**src/rtl/aes_pkcs7_pad_pkg.sv**
```systemverilog
// Shared AES constants and the tkeep-to-byte-count helper used by the PKCS#7 padder.
package aes_pkcs7_pad_pkg;

   localparam int AES_BLOCK_SIZE   = 16;
   localparam int AES_WORD_BYTES   = 4;
   localparam int AES_BLOCK_WORDS  = AES_BLOCK_SIZE / AES_WORD_BYTES;
   localparam int AES128_KEY_BEATS = 4;
   localparam int AES192_KEY_BEATS = 6;
   localparam int AES256_KEY_BEATS = 8;

   // Valid byte count is the highest set tkeep bit plus one, so holes below it still count as data.
   function automatic logic [2:0] keep_to_count(input logic [3:0] keep);
      logic [2:0] cnt;
      if (keep[3])      cnt = 3'd4;
      else if (keep[2]) cnt = 3'd3;
      else if (keep[1]) cnt = 3'd2;
      else if (keep[0]) cnt = 3'd1;
      else              cnt = 3'd0;
      return cnt;
   endfunction

endpackage

```
**src/rtl/axis_if.sv**
```systemverilog
// 32-bit AXI-Stream bundle with byte keep, shared by the AES datapath blocks.
interface axis_if;

   logic [31:0] tdata;
   logic [3:0]  tkeep;
   logic        tvalid;
   logic        tready;
   logic        tlast;

   modport master (output tdata, output tkeep, output tvalid, output tlast, input tready);
   modport slave  (input tdata, input tkeep, input tvalid, input tlast, output tready);

endinterface

```
**src/rtl/aes_pkcs7_pad.sv**
```systemverilog
// Passes the key through, then applies PKCS#7 padding to the message so the ECB core
// always receives whole 16-byte blocks. One registered output stage with backpressure.
module aes_pkcs7_pad
   import aes_pkcs7_pad_pkg::*;
#(
   parameter int KEY_BEATS = AES128_KEY_BEATS
) (
   input logic    Clk,
   input logic    Rst,
   axis_if.slave  S_axis,
   axis_if.master M_axis
);

   typedef enum logic [1:0] {ST_KEY, ST_MSG, ST_PAD} state_t;

   state_t      state_q, state_d;
   logic [7:0]  key_cnt_q, key_cnt_d;
   logic [1:0]  w_q, w_d;
   logic [2:0]  pad_cnt_q, pad_cnt_d;
   logic [4:0]  pad_val_q, pad_val_d;
   logic        out_valid_q, out_valid_d;
   logic        out_last_q, out_last_d;
   logic [31:0] out_data_q, out_data_d;

   logic        ld;
   logic        s_ready;
   logic        s_acc;
   logic [2:0]  k;
   logic [4:0]  fill_total;
   logic [4:0]  pad_n;
   logic [31:0] fill_word;

   assign ld         = ~out_valid_q | M_axis.tready;
   assign s_ready    = ld & (state_q != ST_PAD) & ~Rst;
   assign s_acc      = s_ready & S_axis.tvalid;
   assign k          = keep_to_count(S_axis.tkeep);
   assign fill_total = {1'b0, w_q, 2'b00} + {2'b00, k};
   assign pad_n      = 5'(AES_BLOCK_SIZE) - {1'b0, fill_total[3:0]};

   assign S_axis.tready = s_ready;
   assign M_axis.tdata  = out_data_q;
   assign M_axis.tvalid = out_valid_q;
   assign M_axis.tlast  = out_last_q;
   assign M_axis.tkeep  = out_valid_q ? 4'hF : 4'h0;

   always_comb begin
      fill_word = S_axis.tdata;
      for (int j = 0; j < AES_WORD_BYTES; j++) begin
         if (3'(j) >= k) fill_word[8*j +: 8] = {3'b000, pad_n};
      end
   end

   always_comb begin
      state_d     = state_q;
      key_cnt_d   = key_cnt_q;
      w_d         = w_q;
      pad_cnt_d   = pad_cnt_q;
      pad_val_d   = pad_val_q;
      out_valid_d = out_valid_q;
      out_last_d  = out_last_q;
      out_data_d  = out_data_q;
      unique case (state_q)
         ST_KEY: begin
            if (s_acc) begin
               out_valid_d = 1'b1;
               out_last_d  = 1'b0;
               out_data_d  = S_axis.tdata;
               if (key_cnt_q == 8'(KEY_BEATS - 1)) begin
                  key_cnt_d = '0;
                  w_d       = '0;
                  if (S_axis.tlast) begin
                     state_d   = ST_PAD;
                     pad_cnt_d = 3'd4;
                     pad_val_d = 5'(AES_BLOCK_SIZE);
                  end else begin
                     state_d = ST_MSG;
                  end
               end else begin
                  key_cnt_d = key_cnt_q + 8'd1;
               end
            end else if (ld) begin
               out_valid_d = 1'b0;
               out_last_d  = 1'b0;
            end
         end
         ST_MSG: begin
            if (s_acc) begin
               out_valid_d = 1'b1;
               out_last_d  = 1'b0;
               if (!S_axis.tlast) begin
                  out_data_d = S_axis.tdata;
                  w_d        = w_q + 2'd1;
               end else begin
                  out_data_d = fill_word;
                  pad_val_d  = pad_n;
                  w_d        = '0;
                  // A tlast word that exactly fills the block still needs a whole block of 0x10.
                  if (fill_total == 5'(AES_BLOCK_SIZE)) begin
                     pad_cnt_d = 3'd4;
                     state_d   = ST_PAD;
                  end else if (w_q == 2'd3) begin
                     out_last_d = 1'b1;
                     state_d    = ST_KEY;
                  end else begin
                     pad_cnt_d = {1'b0, 2'd3 - w_q};
                     state_d   = ST_PAD;
                  end
               end
            end else if (ld) begin
               out_valid_d = 1'b0;
               out_last_d  = 1'b0;
            end
         end
         ST_PAD: begin
            if (ld) begin
               out_valid_d = 1'b1;
               out_data_d  = {4{3'b000, pad_val_q}};
               pad_cnt_d   = pad_cnt_q - 3'd1;
               out_last_d  = (pad_cnt_q == 3'd1);
               if (pad_cnt_q == 3'd1) state_d = ST_KEY;
            end
         end
         default: state_d = ST_KEY;
      endcase
   end

   always_ff @(posedge Clk) begin
      if (Rst) begin
         state_q     <= ST_KEY;
         key_cnt_q   <= '0;
         w_q         <= '0;
         pad_cnt_q   <= '0;
         pad_val_q   <= '0;
         out_valid_q <= 1'b0;
         out_last_q  <= 1'b0;
         out_data_q  <= '0;
      end else begin
         state_q     <= state_d;
         key_cnt_q   <= key_cnt_d;
         w_q         <= w_d;
         pad_cnt_q   <= pad_cnt_d;
         pad_val_q   <= pad_val_d;
         out_valid_q <= out_valid_d;
         out_last_q  <= out_last_d;
         out_data_q  <= out_data_d;
      end
   end

endmodule

```
**src/flat_wrapper.sv**
```systemverilog
// flat-port wrapper written by rule: the top's interface ports become plain ports
module aes_pkcs7_pad_flat import aes_pkcs7_pad_pkg::*;
#(
   parameter int KEY_BEATS = AES128_KEY_BEATS
)
  (Clk, Rst, S_axis_tdata, S_axis_tkeep, S_axis_tvalid, S_axis_tlast, S_axis_tready, M_axis_tdata, M_axis_tkeep, M_axis_tvalid, M_axis_tlast, M_axis_tready);
  axis_if S_axis_i ();
  axis_if M_axis_i ();
  input logic Clk;
  input logic Rst;
  input wire logic [$bits(S_axis_i.tdata)-1:0] S_axis_tdata;
  input wire logic [$bits(S_axis_i.tkeep)-1:0] S_axis_tkeep;
  input wire logic [$bits(S_axis_i.tvalid)-1:0] S_axis_tvalid;
  input wire logic [$bits(S_axis_i.tlast)-1:0] S_axis_tlast;
  output wire logic [$bits(S_axis_i.tready)-1:0] S_axis_tready;
  output wire logic [$bits(M_axis_i.tdata)-1:0] M_axis_tdata;
  output wire logic [$bits(M_axis_i.tkeep)-1:0] M_axis_tkeep;
  output wire logic [$bits(M_axis_i.tvalid)-1:0] M_axis_tvalid;
  output wire logic [$bits(M_axis_i.tlast)-1:0] M_axis_tlast;
  input wire logic [$bits(M_axis_i.tready)-1:0] M_axis_tready;
  assign S_axis_i.tdata = S_axis_tdata;
  assign S_axis_i.tkeep = S_axis_tkeep;
  assign S_axis_i.tvalid = S_axis_tvalid;
  assign S_axis_i.tlast = S_axis_tlast;
  assign S_axis_tready = S_axis_i.tready;
  assign M_axis_tdata = M_axis_i.tdata;
  assign M_axis_tkeep = M_axis_i.tkeep;
  assign M_axis_tvalid = M_axis_i.tvalid;
  assign M_axis_tlast = M_axis_i.tlast;
  assign M_axis_i.tready = M_axis_tready;
  aes_pkcs7_pad #(.KEY_BEATS(KEY_BEATS)) u_core (.Clk(Clk), .Rst(Rst), .S_axis(S_axis_i), .M_axis(M_axis_i));
endmodule
```
**config.mk**
```make
export PLATFORM = sky130hd
export DESIGN_NAME = aes_pkcs7_pad_flat
export DESIGN_NICKNAME = d
export VERILOG_FILES = /design/src/rtl/aes_pkcs7_pad_pkg.sv /design/src/rtl/axis_if.sv /design/src/rtl/aes_pkcs7_pad.sv /design/src/flat_wrapper.sv
export SDC_FILE = /design/constraint.sdc
export NUM_CORES = 1
export LEC_CHECK = 0
export CAP_MARGIN = 40
export CORE_MARGIN = 1.5
export CORE_UTILIZATION = 31
export DETAILED_ROUTE_END_ITERATION = 8
export MAX_ROUTING_LAYER = met4
export PLACE_DENSITY = 0.66
export SLEW_MARGIN = 20
export SYNTH_ARGS = -nofsm -noshare
export SYNTH_HDL_FRONTEND = slang
export SYNTH_SLANG_ARGS = --single-unit
export TNS_END_PERCENT = 5
```
**constraint.sdc**
```tcl
create_clock -name Clk -period 2.5 [get_ports Clk]
set_clock_uncertainty 0.05 [all_clocks]
set_input_delay 0.25 -clock Clk [delete_from_list [all_inputs] [get_ports Clk]]
set_output_delay 0.25 -clock Clk [all_outputs]
set_load 0.01 [all_outputs]
```
# ---- After elaboration in Yosys (flattened, before gate mapping)
# Cells that the tools add are included.
dict set report word_totals {
  output_inout_bits 39
  mem_bits_ro 0
  ff_bits 54
  word_cells 110
  mem_bits_rw 0
  input_bits 41
  latchBits 0
  n_memories 0
}
dict set report op_classes {
  n_bitwise 6
  n_addsub 6
  n_reduce_logical 13
  shifts 0
  n_div 0
  mul 0
  n_mux 57
  order_cmp 4
  n_eq_ne 16
}
# cell count
set op_table {}
lappend op_table {{32-bit two-way mux} 4}
lappend op_table {{32-bit case mux with 3 select lines} 1}
lappend op_table {{8-bit two-way mux} 5}
lappend op_table {{3-bit two-way mux} 11}
lappend op_table {{2-bit two-way mux} 13}
lappend op_table {{5-bit two-way mux} 5}
lappend op_table {{6-bit AND reduction} 2}
lappend op_table {{1-bit two-way mux} 11}
lappend op_table {{2-bit by 1-bit inequality test with 1-bit output (second input constant)} 5}
lappend op_table {{5-bit case mux with 2 select lines} 1}
lappend op_table {{3-bit case mux with 3 select lines} 1}
lappend op_table {{8-bit by 1-bit adder with 8-bit output (second input constant)} 1}
lappend op_table {{8-bit by 2-bit == test with 1-bit output (second input constant)} 1}
lappend op_table {{4-bit AND reduction} 2}
lappend op_table {{8-bit AND reduction} 1}
lappend op_table {{1-bit by 3-bit >= comparator with 1-bit output (first input constant)} 2}
lappend op_table {{2-bit by 3-bit >= comparator with 1-bit output (first input constant)} 2}
lappend op_table {{2-bit inequality test (second input constant)} 3}
lappend op_table {{2-bit case mux with 3 select lines} 1}
lappend op_table {{4-bit by 3-bit adder with 5-bit output} 1}
lappend op_table {{5-bit == test (second input constant)} 1}
lappend op_table {{5-bit by 4-bit subtractor with 5-bit output (first input constant)} 1}
lappend op_table {{2-bit == test (second input constant)} 2}
lappend op_table {{4-bit two-way mux} 1}
lappend op_table {{other kinds (19)} 24}

# ---- Longest topological paths before layout
dict set report depth {
  depth_word 10
  mapped_depth 11
  ltp_nobuf 10
}

# ---- Worst setup path before layout
# OpenSTA, ideal clock, no wires.
dict set report synth_path {
  kind {input to register}
  start {input port S_axis_tkeep[1]}
  end {register u_core.out_data_q[28] (netlist: u_core.M_axis.tdata[28])}
  t_required_ps 2318
  path_buffers 0
  arrival_ps 1956
  cell_stages 10
  path_slack_ps 362
  path_cell_list {and2b_2 -> nor2_1 -> nor2_1 -> inv_1 -> ha_1 -> nor3b_1 -> and2_1 -> mux2_2 -> a2111oi_0 -> nor3_1}
}
dict set report synth_between {
  elab_chain_cells 9
  elab_cells_between_ends 10
  classes_between {2 x add/sub; 1 x order compare; 7 x mux}
}
# element line_no
set synth_rtl {}
lappend synth_rtl {{start, declared} flat_wrapper.sv:12} ;# input wire logic [$bits(S_axis_i.tkeep)-1:0] S_axis_tkeep;
lappend synth_rtl {{3-bit two-way mux (*)} aes_pkcs7_pad_pkg.sv:16} ;# else if (keep[1]) cnt = 3'd2;
lappend synth_rtl {{3-bit two-way mux (*)} aes_pkcs7_pad_pkg.sv:15} ;# else if (keep[2]) cnt = 3'd3;
lappend synth_rtl {{3-bit two-way mux (*)} aes_pkcs7_pad_pkg.sv:14} ;# if (keep[3]) cnt = 3'd4;
lappend synth_rtl {{4-bit by 3-bit adder with 5-bit output} aes_pkcs7_pad.sv:37} ;# assign fill_total = {1'b0, w_q, 2'b00} + {2'b00, k};
lappend synth_rtl {{5-bit by 4-bit subtractor with 5-bit output} aes_pkcs7_pad.sv:38} ;# assign pad_n = 5'(AES_BLOCK_SIZE) - {1'b0, fill_total[3:0]};
lappend synth_rtl {{8-bit two-way mux (*)} aes_pkcs7_pad.sv:49} ;# if (3'(j) >= k) fill_word[8*j +: 8] = {3'b000, pad_n};
lappend synth_rtl {{32-bit two-way mux (*)} aes_pkcs7_pad.sv:90} ;# if (!S_axis.tlast) begin
lappend synth_rtl {{32-bit two-way mux (*)} aes_pkcs7_pad.sv:87} ;# if (s_acc) begin
lappend synth_rtl {{32-bit case mux with 3 select lines (*)} aes_pkcs7_pad.sv:62} ;# unique case (state_q)
lappend synth_rtl {{end signal, assigned} aes_pkcs7_pad.sv:145} ;# out_data_q <= out_data_d;
lappend synth_rtl {{end, declared} aes_pkcs7_pad.sv:23} ;# logic [31:0] out_data_q, out_data_d;
# Every way passes the cells marked *; elsewhere a longest branch is shown, timed or not. The select of a mux whose other input is x is not followed.
# A chain may end at the register's enable or synchronous reset.

# ---- Final worst setup path
dict set report layout_path {
  start {input port S_axis_tkeep[0]}
  end {register u_core.out_data_q[28] (netlist: u_core.M_axis.tdata[28])}
}
dict set report layout_between {
  elab_chain_cells 10
  elab_cells_between_ends 11
  classes_between {2 x add/sub; 1 x order compare; 8 x mux}
}
# element line_no
set layout_rtl {}
lappend layout_rtl {{1-bit two-way mux (*)} aes_pkcs7_pad_pkg.sv:17} ;# else if (keep[0]) cnt = 3'd1;
lappend layout_rtl {{3-bit two-way mux (*)} aes_pkcs7_pad_pkg.sv:16}
lappend layout_rtl {{3-bit two-way mux (*)} aes_pkcs7_pad_pkg.sv:15}
lappend layout_rtl {{3-bit two-way mux (*)} aes_pkcs7_pad_pkg.sv:14}
lappend layout_rtl {{4-bit by 3-bit adder with 5-bit output} aes_pkcs7_pad.sv:37}
lappend layout_rtl {{5-bit by 4-bit subtractor with 5-bit output} aes_pkcs7_pad.sv:38}
lappend layout_rtl {{8-bit two-way mux (*)} aes_pkcs7_pad.sv:49}
lappend layout_rtl {{32-bit two-way mux (*)} aes_pkcs7_pad.sv:90}
lappend layout_rtl {{32-bit two-way mux (*)} aes_pkcs7_pad.sv:87}
lappend layout_rtl {{32-bit case mux with 3 select lines (*)} aes_pkcs7_pad.sv:62}
# Marks and branches as above.

==> metrics <==
run status finished clean; vias 3250; Slew headroom approximately two thirds; setup slack at placement -0.1830 ns; Yosys top cell by area dfxtp_1; I/O pin count 80; grt ovf 0; Syn Nets 454; DRT antenna net count 0; Final #Nets ~550; Placer Congestion 0.8943; final worst-path cycle share between 90% and 100%; largest net degree at the start of global routing between 40 and 50; Vert. Die Dim 103.9 um; starting density of the core 32.16%; DR WL met3 447 um; Die W 103.9 um; vias per inst 5.183; core box area 9819 um2; post-route cell area 4330 um2; CTS root buffer clkbuf_8; Buffers on Ports 79; max-cap viol count 0; Iter 0 DRT Violations 237; Total GRT Usage 18.30%; worst min path class flop to flop; Setup CP Type primary input to flop; Synth Flop Type dfxtp_1; DRC violations left 0; critical path arrival 2.47 ns; H-tree depth 2; Post-Synth Adder-Cell Area under 10%; Worst Path Max Fanout 5; Clk Latency, worst-skew pair 0.32 ns; first-pass GRT wire length ~16 mm; met2 wire len 4.201 mm; row cnt 36; Yosys reg bits between 50 and 60; WL/cell about 15 um; most frequent cells in the layout clkdlybuf4s50_1, dfxtp_1, nand2_1; largest family of logic cells by synthesized area simple AND/OR/NAND/NOR gates; setup_tns 0 ns; Final min period ~2.3 ns; PD cells 423.5 nW/um2; Hold Slack between 0.4 and 0.5 ns; maximum VDD drop 0.2637 mV; Max Freq around 0.43 GHz; yosys warns 0; # diodes 0; RSZ-0062 raised after global routing no; LEAKAGE 1.594 nW; average size of a mapped cell 7.895 um2; Mapped Cells 400; Worst-Margin Slew 0.5149 ns; final hold vios 0; CTS max path bufs 2; CTS Hold Buffers Added 0; Startpoint Class primary input; endpoints failing setup 0; top layer in use met4; setup ws final about 0.18 ns; Worst-path clk slew roughly 0.11 ns; Async SR Flop Fraction 0%; Core Util, Final 44.10%; fill cell count 1013; area post-placement 4222 um2; CTS Buf Count 5; post-DP HPWL 7.084 mm; commonest non-fill, non-tap cell in the layout clkdlybuf4s50_1; CP endpoint kind flop; cell area after synthesis 3158 um2; layout cells sized above 1 11.74%; post-synthesis simple-gate area fraction a little over a quarter; xor/xnor share of the synthesized area roughly 2.5%; Post-synth EDFFs 0; first-pass detailed-route iteration total 4; DRT met1 WL around 4.8 mm; vias in the first global route 3101; Synth Area in Compound Gates between 20% and 30%; total wire length 9.562 mm; synth top area cells dfxtp_1, a21oi_1, ha_1, nand2_1, nand3_1; full die area approximately 11000 um2; initial antenna violation count 0; area grow syn2layout 37.12%; worst path required time 2.65 ns; Yosys top cell area share 34.23%; post-synthesis mux area share ~2.3%; Unique masters post-synth 64; clock sink total 54; register area share after synthesis 34.23%; Slew Limit Fails 0; CTS tree done
==> power by group <==
group	internal (mW)	switching (mW)
sequential	0.894	0.0199
clock	0.209	0.333
combinational	0.203	0.174
==> critical path, cell delays in order <==
cell and delay [ns]:
clkdlybuf4s50_1 0.50, and2b_2 0.16, nor2_1 0.04, nor2_1 0.13
inv_1 0.07, ha_1 0.25, nor3b_2 0.20, and2_1 0.18
mux2_2 0.27, a2111oi_2 0.35, nor3_1 0.07
==> cell usage after synthesis (all sizes together) (11+ instances only) <==
| cell type | instances |
|---|---|
| dfxtp | 54 |
| nand2 | 43 |
| a21oi | 37 |
| nor2 | 35 |
| nand3 | 32 |
| o21ai | 27 |
| buf | 14 |
| inv | 14 |
| clkbuf | 13 |
| ha | 13 |
| nor3 | 11 |
==> per-stage QoR <==
stage               total power, mW  instances
finish                        1.834        627
global route                  1.910        627
CTS                           1.846        627
detailed placement            1.308        619
global placement              1.303        619
floorplan                     1.102        400
==> worst paths after layout <==
check | startpoint | to | slack, ns | depth (start not counted)
worst max-delay path | S_axis_tkeep[0] | u_core.M_axis.tdata[28] | 0.18 | 11
worst min-delay path | u_core.M_axis.tdata[29] | u_core.M_axis.tdata[29] | 0.40 | 2
worst max register to register | u_core.state_q[1] | u_core.M_axis.tdata[3] | 0.29 | 6
worst min register to register | u_core.M_axis.tdata[29] | u_core.M_axis.tdata[29] | 0.40 | 2
==> metal layers <==
metal  track usage, %  up-vias
met5                -        -
met4            4.365        0
met3            2.506       10
met2            28.00       99
met1            25.54     1522
li1                 -     1619
==> cell families (layout without fill, tap and decap cells) <==
kind of cell | Yosys count | after routing
adders and majority gates | 13 | 13
AOI/OAI and AO/OA | 113 | 113
muxes | 7 | 7
xor gates and xnor gates | 9 | 9
and+or+nand+nor | 162 | 162
DFF | 54 | 54
buffers and inverters | 42 | 136
==> state kept, by name, summed over array words and instances, names as in the netlist <==
signal and count:
u_core.M_axis.tdata 32, u_core.key_cnt_q 8, u_core.pad_val_q 5, u_core.pad_cnt_q 3
u_core.state_q 2, u_core.w_q 2, u_core.M_axis.tlast 1, u_core.M_axis.tvalid 1
==> area by class of cell <==
cell class | count | area, um2 | share of cell area, %
Timing Repair Buffer | 113 | 1046 | 24.15
Inverter | 15 | 56.30 | 1.300
Multi-Input combinational cell | 304 | 1883 | 43.48
Clock inverter | 3 | 28.78 | 0.6645
Sequential cell | 54 | 1081 | 24.96
Tap cell | 133 | 166.4 | 3.843
Clock buffer | 5 | 68.82 | 1.589
==> what timing repair did <==
| action | 4_1_cts | 5_1_grt |
|---|---|---|
| setup endpoints to repair | 0 | 2 |
| gates resized for setup | 0 | 3 |
| setup buffers | 0 | 0 |
(Power assumes the default switching activity.)
